$ cat src/rtl/vs_operand_collector_pkg.sv
// Shared shader-core definitions for the vertex-shader operand collector:
// datapath widths, swizzle encodings and the IEEE-754 sign-bit position.
package vs_operand_collector_pkg;

    localparam int SHADER_CORE_DATA_WIDTH = 128;
    localparam int SHADER_COMP_WIDTH      = 32;
    localparam int SHADER_NUM_COMPS       = 4;
    localparam int SHADER_SIGN_BIT        = SHADER_COMP_WIDTH - 1;

    localparam logic [1:0] SWZ_X        = 2'd0;
    localparam logic [1:0] SWZ_Y        = 2'd1;
    localparam logic [1:0] SWZ_Z        = 2'd2;
    localparam logic [1:0] SWZ_W        = 2'd3;
    localparam logic [7:0] SWZ_IDENTITY = 8'hE4;

endpackage

$ cat src/rtl/vs_swizzle_neg.sv
// Combinational swizzle followed by sign flip of every component of one operand.
module vs_swizzle_neg
    import vs_operand_collector_pkg::*;
#(
    parameter int COMP_WIDTH = SHADER_COMP_WIDTH,
    parameter int DATA_WIDTH = SHADER_NUM_COMPS * COMP_WIDTH
) (
    input  logic [DATA_WIDTH-1:0] data_i,
    input  logic [7:0]            swz_i,
    input  logic                  neg_i,
    output logic [DATA_WIDTH-1:0] data_o
);

    genvar gi;
    generate
        for (gi = 0; gi < SHADER_NUM_COMPS; gi++) begin : g_comp
            logic [1:0]            sel;
            logic [COMP_WIDTH-1:0] comp;

            assign sel  = swz_i[2*gi +: 2];
            assign comp = data_i[int'(sel)*COMP_WIDTH +: COMP_WIDTH];
            // Negate only touches the sign bit; no arithmetic on the magnitude.
            assign data_o[gi*COMP_WIDTH +: COMP_WIDTH] =
                {comp[COMP_WIDTH-1] ^ neg_i, comp[COMP_WIDTH-2:0]};
        end
    endgenerate

endmodule

$ cat src/rtl/vs_operand_collector.sv
// In-order operand collector between the register-file read stage and the
// shader ALU: control is queued at issue, operands are swizzled on return.
module vs_operand_collector
    import vs_operand_collector_pkg::*;
#(
    parameter int DATA_WIDTH = SHADER_CORE_DATA_WIDTH,
    parameter int COMP_WIDTH = SHADER_COMP_WIDTH,
    parameter int DEPTH      = 4,
    parameter int OP_WIDTH   = 6
) (
    input  logic                  clk,
    input  logic                  resetn,
    input  logic                  iIssueValid,
    input  logic [OP_WIDTH-1:0]   iOpcode,
    input  logic [3:0]            iDstMask,
    input  logic [7:0]            iSrc0Swz,
    input  logic                  iSrc0Neg,
    input  logic [7:0]            iSrc1Swz,
    input  logic                  iSrc1Neg,
    output logic                  oIssueStall,
    input  logic                  iRfValid,
    input  logic [DATA_WIDTH-1:0] iRfSrc0Data,
    input  logic [DATA_WIDTH-1:0] iRfSrc1Data,
    output logic                  oValid,
    input  logic                  iAluReady,
    output logic [OP_WIDTH-1:0]   oOpcode,
    output logic [3:0]            oDstMask,
    output logic [DATA_WIDTH-1:0] oSrc0,
    output logic [DATA_WIDTH-1:0] oSrc1,
    output logic                  oErr
);

    localparam int PTR_W = $clog2(DEPTH);
    localparam int CNT_W = PTR_W + 1;

    logic [PTR_W-1:0] alloc_q, alloc_d;
    logic [PTR_W-1:0] fill_q, fill_d;
    logic [PTR_W-1:0] head_q, head_d;
    logic [CNT_W-1:0] count_q, count_d;
    logic [CNT_W-1:0] pending_q, pending_d;
    logic             err_q, err_d;

    logic issue_acc, fill_acc, deq;

    logic [OP_WIDTH-1:0]   op_arr    [DEPTH];
    logic [3:0]            mask_arr  [DEPTH];
    logic [7:0]            swz0_arr  [DEPTH];
    logic [7:0]            swz1_arr  [DEPTH];
    logic                  neg0_arr  [DEPTH];
    logic                  neg1_arr  [DEPTH];
    logic [DATA_WIDTH-1:0] src0_arr  [DEPTH];
    logic [DATA_WIDTH-1:0] src1_arr  [DEPTH];
    logic [DEPTH-1:0]      filled_vec;

    logic [DATA_WIDTH-1:0] src0_proc, src1_proc;

    assign oIssueStall = (count_q == CNT_W'(DEPTH));
    assign issue_acc   = iIssueValid && !oIssueStall;
    // pending counts allocated-but-unfilled entries, so a return with none is spurious.
    assign fill_acc    = iRfValid && (pending_q != '0);
    assign oValid      = (count_q != '0) && filled_vec[head_q];
    assign deq         = oValid && iAluReady;

    assign oOpcode  = op_arr[head_q];
    assign oDstMask = mask_arr[head_q];
    assign oSrc0    = src0_arr[head_q];
    assign oSrc1    = src1_arr[head_q];
    assign oErr     = err_q;

    // The swizzle controls come from the entry being filled, not from the issue port.
    vs_swizzle_neg #(
        .COMP_WIDTH (COMP_WIDTH),
        .DATA_WIDTH (DATA_WIDTH)
    ) u_swz_src0 (
        .data_i (iRfSrc0Data),
        .swz_i  (swz0_arr[fill_q]),
        .neg_i  (neg0_arr[fill_q]),
        .data_o (src0_proc)
    );

    vs_swizzle_neg #(
        .COMP_WIDTH (COMP_WIDTH),
        .DATA_WIDTH (DATA_WIDTH)
    ) u_swz_src1 (
        .data_i (iRfSrc1Data),
        .swz_i  (swz1_arr[fill_q]),
        .neg_i  (neg1_arr[fill_q]),
        .data_o (src1_proc)
    );

    always_comb begin
        alloc_d   = alloc_q + PTR_W'(issue_acc);
        fill_d    = fill_q + PTR_W'(fill_acc);
        head_d    = head_q + PTR_W'(deq);
        count_d   = count_q + CNT_W'(issue_acc) - CNT_W'(deq);
        pending_d = pending_q + CNT_W'(issue_acc) - CNT_W'(fill_acc);
        err_d     = err_q
                  | (iIssueValid && oIssueStall)
                  | (iRfValid && !fill_acc);
    end

    always_ff @(posedge clk or negedge resetn) begin
        if (!resetn) begin
            alloc_q   <= '0;
            fill_q    <= '0;
            head_q    <= '0;
            count_q   <= '0;
            pending_q <= '0;
            err_q     <= 1'b0;
        end else begin
            alloc_q   <= alloc_d;
            fill_q    <= fill_d;
            head_q    <= head_d;
            count_q   <= count_d;
            pending_q <= pending_d;
            err_q     <= err_d;
        end
    end

    genvar gi;
    generate
        for (gi = 0; gi < DEPTH; gi++) begin : g_entry
            logic [OP_WIDTH-1:0]   op_q;
            logic [3:0]            mask_q;
            logic [7:0]            swz0_q, swz1_q;
            logic                  neg0_q, neg1_q;
            logic [DATA_WIDTH-1:0] src0_q, src1_q;
            logic                  filled_q;
            logic                  is_alloc, is_fill, is_head;

            assign is_alloc = issue_acc && (alloc_q == PTR_W'(gi));
            assign is_fill  = fill_acc && (fill_q == PTR_W'(gi));
            assign is_head  = deq && (head_q == PTR_W'(gi));

            always_ff @(posedge clk or negedge resetn) begin
                if (!resetn) begin
                    op_q     <= '0;
                    mask_q   <= '0;
                    swz0_q   <= '0;
                    swz1_q   <= '0;
                    neg0_q   <= 1'b0;
                    neg1_q   <= 1'b0;
                    src0_q   <= '0;
                    src1_q   <= '0;
                    filled_q <= 1'b0;
                end else begin
                    if (is_alloc) begin
                        op_q     <= iOpcode;
                        mask_q   <= iDstMask;
                        swz0_q   <= iSrc0Swz;
                        swz1_q   <= iSrc1Swz;
                        neg0_q   <= iSrc0Neg;
                        neg1_q   <= iSrc1Neg;
                        filled_q <= 1'b0;
                    end
                    if (is_fill) begin
                        src0_q   <= src0_proc;
                        src1_q   <= src1_proc;
                        filled_q <= 1'b1;
                    end
                    if (is_head) begin
                        filled_q <= 1'b0;
                    end
                end
            end

            assign op_arr[gi]     = op_q;
            assign mask_arr[gi]   = mask_q;
            assign swz0_arr[gi]   = swz0_q;
            assign swz1_arr[gi]   = swz1_q;
            assign neg0_arr[gi]   = neg0_q;
            assign neg1_arr[gi]   = neg1_q;
            assign src0_arr[gi]   = src0_q;
            assign src1_arr[gi]   = src1_q;
            assign filled_vec[gi] = filled_q;
        end
    endgenerate

endmodule
$ cat config.mk
export PLATFORM = sky130hd
export DESIGN_NAME = vs_operand_collector
export DESIGN_NICKNAME = d
export VERILOG_FILES = /design/src/rtl/vs_operand_collector_pkg.sv /design/src/rtl/vs_swizzle_neg.sv /design/src/rtl/vs_operand_collector.sv
export SDC_FILE = /design/constraint.sdc
export NUM_CORES = 1
export LEC_CHECK = 0
export CORE_MARGIN = 2
export CORE_UTILIZATION = 58
export CTS_BUF_LIST = sky130_fd_sc_hd__clkbuf_4 sky130_fd_sc_hd__clkbuf_8 sky130_fd_sc_hd__clkbuf_16
export DETAILED_ROUTE_END_ITERATION = 12
export HOLD_SLACK_MARGIN = 0.05
export PLACE_DENSITY = 0.81
export RECOVER_POWER = 50
export REMOVE_ABC_BUFFERS = 1
export SETUP_SLACK_MARGIN = 0.05
export SLEW_MARGIN = 10
export SYNTH_ARGS = -nofsm -noshare
export SYNTH_HDL_FRONTEND = slang
export SYNTH_SLANG_ARGS = --single-unit
export TNS_END_PERCENT = 5
$ cat constraint.sdc
create_clock -name clk -period 2.8 [get_ports clk]
set_input_delay 0.56 -clock clk [delete_from_list [all_inputs] [get_ports clk]]
set_output_delay 0.56 -clock clk [all_outputs]
set_load 0.03 [all_outputs]
### After elaboration in Yosys (flattened, before gate mapping)

Index checks and enable logic that the tools add are counted.

| operators by class | value |
|---|---|
| multipliers | 0 |
| shift operators | 8 |
| order comparisons | 3 |
| bitwise logic cells | 12 |
| add/sub/neg operators | 7 |
| eq/ne operators | 10 |
| mux-type cells | 38 |
| reductions and logical operators | 29 |
| divide/modulo/power cells | 0 |

Operators by type and width:

| cell | number |
|---|---|
| variable part select 128 x 8 -> 32 bit | 8 |
| binary-select mux 128 bit (select 2 bit) | 2 |
| 2-to-1 mux 128 bit | 4 |
| binary-select mux 8 bit (select 2 bit) | 2 |
| 2-to-1 mux 8 bit | 4 |
| logical AND 1 bit | 18 |
| nonzero test 3 bit | 6 |
| 2-to-1 mux 1 bit | 17 |
| binary-select mux 6 bit (select 2 bit) | 1 |
| == test 2 bit (second input constant) | 6 |
| 2-to-1 mux 6 bit | 2 |
| binary-select mux 4 bit (select 2 bit) | 1 |
| 2-to-1 mux 4 bit | 2 |
| XOR 1 bit | 8 |
| adder 2 x 1 -> 2 bit | 3 |
| adder 3 x 1 -> 3 bit | 2 |
| binary-select mux 1 bit (select 2 bit) | 3 |
| == test 2 x 1 -> 1 bit (second input constant) | 3 |
| greater-or-equal comparator 3 bit (second input constant) | 2 |
| zero test 2 bit | 3 |
| NOT 2 -> 3 bit | 2 |
| subtractor 3 x 1 -> 3 bit | 2 |
| == test 3 bit (second input constant) | 1 |
| less-than comparator 2 x 3 -> 1 bit (second input constant) | 1 |
| 2 further kinds | 4 |

| word-level totals | value |
|---|---|
| bits in latches | 0 |
| RAM bits | 0 |
| input port bits | 289 |
| flip-flop bits (word level) | 1153 |
| memories | 0 |
| ROM bits | 0 |

### Depth between registers and ports, before layout

| logic depth | value |
|---|---|
| word-level depth | 7 |
| gate-level depth with buffers | 10 |

### Cells and area by module

From an unflattened synthesis, not the netlist that was laid out.

| second synthesis, totals | value |
|---|---|
| cells, all modules | 3140 |
| area total of the unflattened synthesis | 57008.4 sq um |

Modules (own cells, without submodules):

| module | area an instance (sq um) | times used | seq. area each (sq um) | cells an instance |
|---|---|---|---|---|
| vs_operand_collector | 50692.4 | 1 | 28852.7 | 2820 |
| vs_swizzle_neg | 3158.0 | 2 | 0.0 | 160 |

### Worst setup path before layout

Ideal clock, no wire load.

| timing path | value |
|---|---|
| kind | reg2out |
| start | register head_q[0] |
| end | output port oSrc0[100] |
| stages on the path, launching flop included | 5 |
| path slack | 0.147 ns |
| path buffers | 3 |
| arrival | 2.093 ns |
| cell sequence | dfrtp_1 clkbuf_1 clkbuf_1 buf_1 mux4_2 |

| on the way | value |
|---|---|
| word-level cells in the longest chain between the ends | 4 |

RTL lines:

| what | RTL line | text |
|---|---|---|
| start, declared | vs_operand_collector.sv:38 | `logic [PTR_W-1:0] head_q, head_d;` |
| start signal, assigned | vs_operand_collector.sv:106 | `head_q <= '0;` |
| start signal, assigned | vs_operand_collector.sv:113 | `head_q <= head_d;` |
| NOT 2 -> 3 bit (not written as such) | vs_operand_collector.sv:66 | `assign oSrc0 = src0_arr[head_q];` |
| binary-select mux 128 bit (select 2 bit) | vs_operand_collector.sv:66 |  |
| 2-to-1 mux 128 bit (not written as such) (2 in series) | vs_operand_collector.sv:66 |  |
| end, declared | vs_operand_collector.sv:28 | `output logic [DATA_WIDTH-1:0] oSrc0,` |

Every way passes these cells. The select of a mux whose other input is x is not followed.

### Worst setup path after layout

| timing path | value |
|---|---|
| start | register head_q[0] |
| end | output port oSrc0[110] |

Same word-level chain as after synthesis.

==> metrics.yaml <==
critical_path:
  slowest_stage: "mux4_2"
  max_stage_delay_ns: 0.56
  cp_top_family: "buffers and inverters"
  critPathMaxFanout: 9
  cp.required_ns: 2.24
  crit_path_end_kind: "output port"
  worstPathCellList: "buf_12 -> clkbuf_16 -> buf_4 -> mux4_2 -> buf_2"
  criticalPathCategory: "reg -> out"
  startpoint_type: "flop"
  arrival_ns: 2.47
  critical_path_buf_inv_count: 4
die:
  initial_utilization_pct: 58.2
  die_area_um2: 99100
  design.portCount: 558
  rows: 114
  core_um2: 96300
  dieHeight_um: 315
  die_w_um: 315
clock_tree:
  numCtsBuffers: 114
  cts_tree: "done"
  cts_max_level: 3
  cts_root_buf: "clkbuf_16"
  numClockSinks: 1153
  path_clk_slew_ns: 0.06
  clk_path_buf_depth: 3
  clock_latency_ns: 0.71
route:
  antenna_left: 0
  drcViolationCount: 0
  wl_um: 170000
  drt_first_pass_iters: 6
  avgViaCountPerCell: 6.31
  drt_iter0_drc: 4815
  wl_per_cell_um: 25.3
  num_vias: 42600
worst_hold_path:
  min_path_type: "reg -> reg"
status:
  failed_checks: "negative setup slack"
  run_status: "finished, violations left"
run:
  drv_cap: 0
placed_design:
  io_buffers: 557
  gp_congestion: 0.874
  dp_hpwl_um: 109000
  place_area_um2: 64600
synthesis:
  synth_area_per_cell_um2: 11.7
  synth_area_um2: 56100
  synth_cell_types: 38
  ys_ff_latch: 1153
  yosys_warnings: 0
  ys_seq_area_share_pct: 51.5
  synthCells: 4801
sta:
  fin_hold_ws_ns: 0.469
  finalCritPeriodShare_pct: 108
  rsz0062_at_grt: "yes"
  finalMaxSlewViolations: 0
  timing.final.crit_period_ns: 3.03
  slew_headroom_pct: 0.968
  setup_ws_ns: -0.233
  hold_violations: 0
  worst_pin_slew_ns: 1.49
  setup_viol: 267
  clock_skew_ns: 0.0286
  fmax_mhz: 330
layout:
  area_delta_synth_final_pct: 22.6
  fillCellCount: 6171
  drive_above_1_share_pct: 29.5
  fin_nets: 5671
  fin_area_um2: 68700
global_route:
  grt_max_degree: 118
  antenna_found_initial: 17
  grt_use_total_pct: 34.5
  grt_pass1_wl_um: 261000
  grt_pass1_vias: 44900
  grt.overflow.total: 0
## cell type report
| type | count | area [um2] | area share, % |
|---|---|---|---|
| Sequential cell | 1153 | 28900 | 42.0 |
| Multi-Input combinational cell | 3296 | 25700 | 37.5 |
| Timing Repair Buffer | 798 | 8450 | 12.3 |
| Clock buffer | 173 | 3520 | 5.12 |
| Tap cell | 1276 | 1600 | 2.32 |
| Clock inverter | 36 | 487 | 0.708 |
| Inverter | 10 | 37.5 | 0.0546 |
| Antenna cell | 8 | 20.0 | 0.0291 |
## routing by layer
metal / GRT usage, % / up-vias / wire length (um) / part of all wire [%]
met5: 0 / - / 83 / 0.049
met4: 15.2 / 14 / 7370 / 4.3
met3: 8.87 / 538 / 19700 / 12
met2: 56.3 / 2861 / 83700 / 49
met1: 44.1 / 21600 / 59600 / 35
li1: - / 17600 / - / -
## synthesized netlist by cell type
master     count  area (um2)
nor2_1         8        30.0
buf_1         86         323
nor3b_1        2        15.0
buf_6         10         113
or3b_2         1        8.76
dfrtp_1     1153       28900
nand2b_1       9        56.3
nor2b_1        9        56.3
xnor2_1        4        35.0
o31a_1         1        8.76
mux2_2       368        4140
mux4_1        10         263
buf_2         61         305
a21oi_1        1        5.00
o31ai_1       33         248
nand4_1        1        6.26
buf_4          2        15.0
nand3b_1       2        15.0
inv_1         10        37.5
a221o_1        1        10.0
xor2_1         3        26.3
or3_1          1        6.26
ha_1           7        87.6
mux4_2       523       11800
mux2i_1       24         240
nand4b_1       2        17.5
o311a_1        1        10.0
clkbuf_1     182         683
o22a_1         1        8.76
a31oi_1        1        6.26
nand2_1     2275        8540
nor3_1         2        10.0
a2bb2oi_1      1        8.76
a32oi_1        1        8.76
nor4b_1        1        8.76
buf_12         1        20.0
nand3_1        1        5.00
fa_1           2        40.0
## state kept, by name, indices dropped and copies added, names as in the netlist, 3 cells and up
register	count
g_entry.op_q	24
g_entry.neg0_q	4
g_entry.neg1_q	4
g_entry.mask_q	16
g_entry.swz0_q	32
g_entry.src1_q	512
g_entry.swz1_q	32
pending_q	3
count_q	3
g_entry.filled_q	4
g_entry.src0_q	512
## kinds of logic after synthesis
logic type	count (synthesis)	share of synthesized area, %
xor+xnor	7	0.109
flops	1153	51.5
mux	925	29.3
simple gates	2314	15.7
fa+ha+maj	9	0.228
buf+inv	352	2.67
compound gates	41	0.560
## worst min-delay path: cells and delay by family (launching register included)
kind / cells / cell delay (ns)
flops: 1 / 0.34
simple gates: 2 / 0.10
## cells in the final DEF (no fill, tap or decap), types with 9 or more instances in the layout
cell	instances
buf_16	12
clkinv_2	17
nor2b_1	9
mux4_2	523
nand2_1	2275
buf_6	63
clkbuf_1	9
clkdlybuf4s15_2	83
buf_2	125
buf_12	91
o31ai_1	33
dfrtp_1	1151
mux2_2	368
clkdlybuf4s50_1	288
clkbuf_4	38
buf_4	99
inv_1	10
clkbuf_8	24
clkbuf_16	127
mux2i_1	24
bufinv_16	11
nand2b_1	9
## path summary, 6_finish.rpt
kind | end | cells after the start | slack [ns] | startpoint
min in group asynchronous | g_entry[0].src1_q[120] | 2 | 0.75 | resetn
hold reg to reg | g_entry[2].src0_q[99] | 2 | 0.47 | g_entry[2].src0_q[99]
setup reg to reg | count_q[2] | 11 | 0.09 | head_q[0]
max in group asynchronous | g_entry[2].src0_q[24] | 4 | 0.14 | resetn
hold / removal | g_entry[2].src0_q[99] | 2 | 0.47 | g_entry[2].src0_q[99]
setup / recovery | oSrc0[110] | 5 | -0.23 | head_q[0]
## through the flow
stage	util, %	setup TNS, ns	setup WS [ns]	cells
CTS	71.6	-73.16	-0.404	6710
floorplan	-	-	-11.57	4459
finish	71.4	-43.20	-0.233	6750
global placement	67.1	0	0.0953	6498
detailed placement	67.1	0	0.0839	6498
global route	71.4	-67.35	-0.268	6750
## what timing repair did
item                                    4_1_cts  5_1_grt
hold buffers                                  1        0
buffers inserted                              2       23
gates cloned                                  0        9
hold endpoints to repair                     22        0
endpoints found under the setup margin      268      267
resized for setup                           652      425
Power is left out: the tool's default activity adds up to more than one toggle a clock period on the data nets, which glitch-free logic cannot reach.
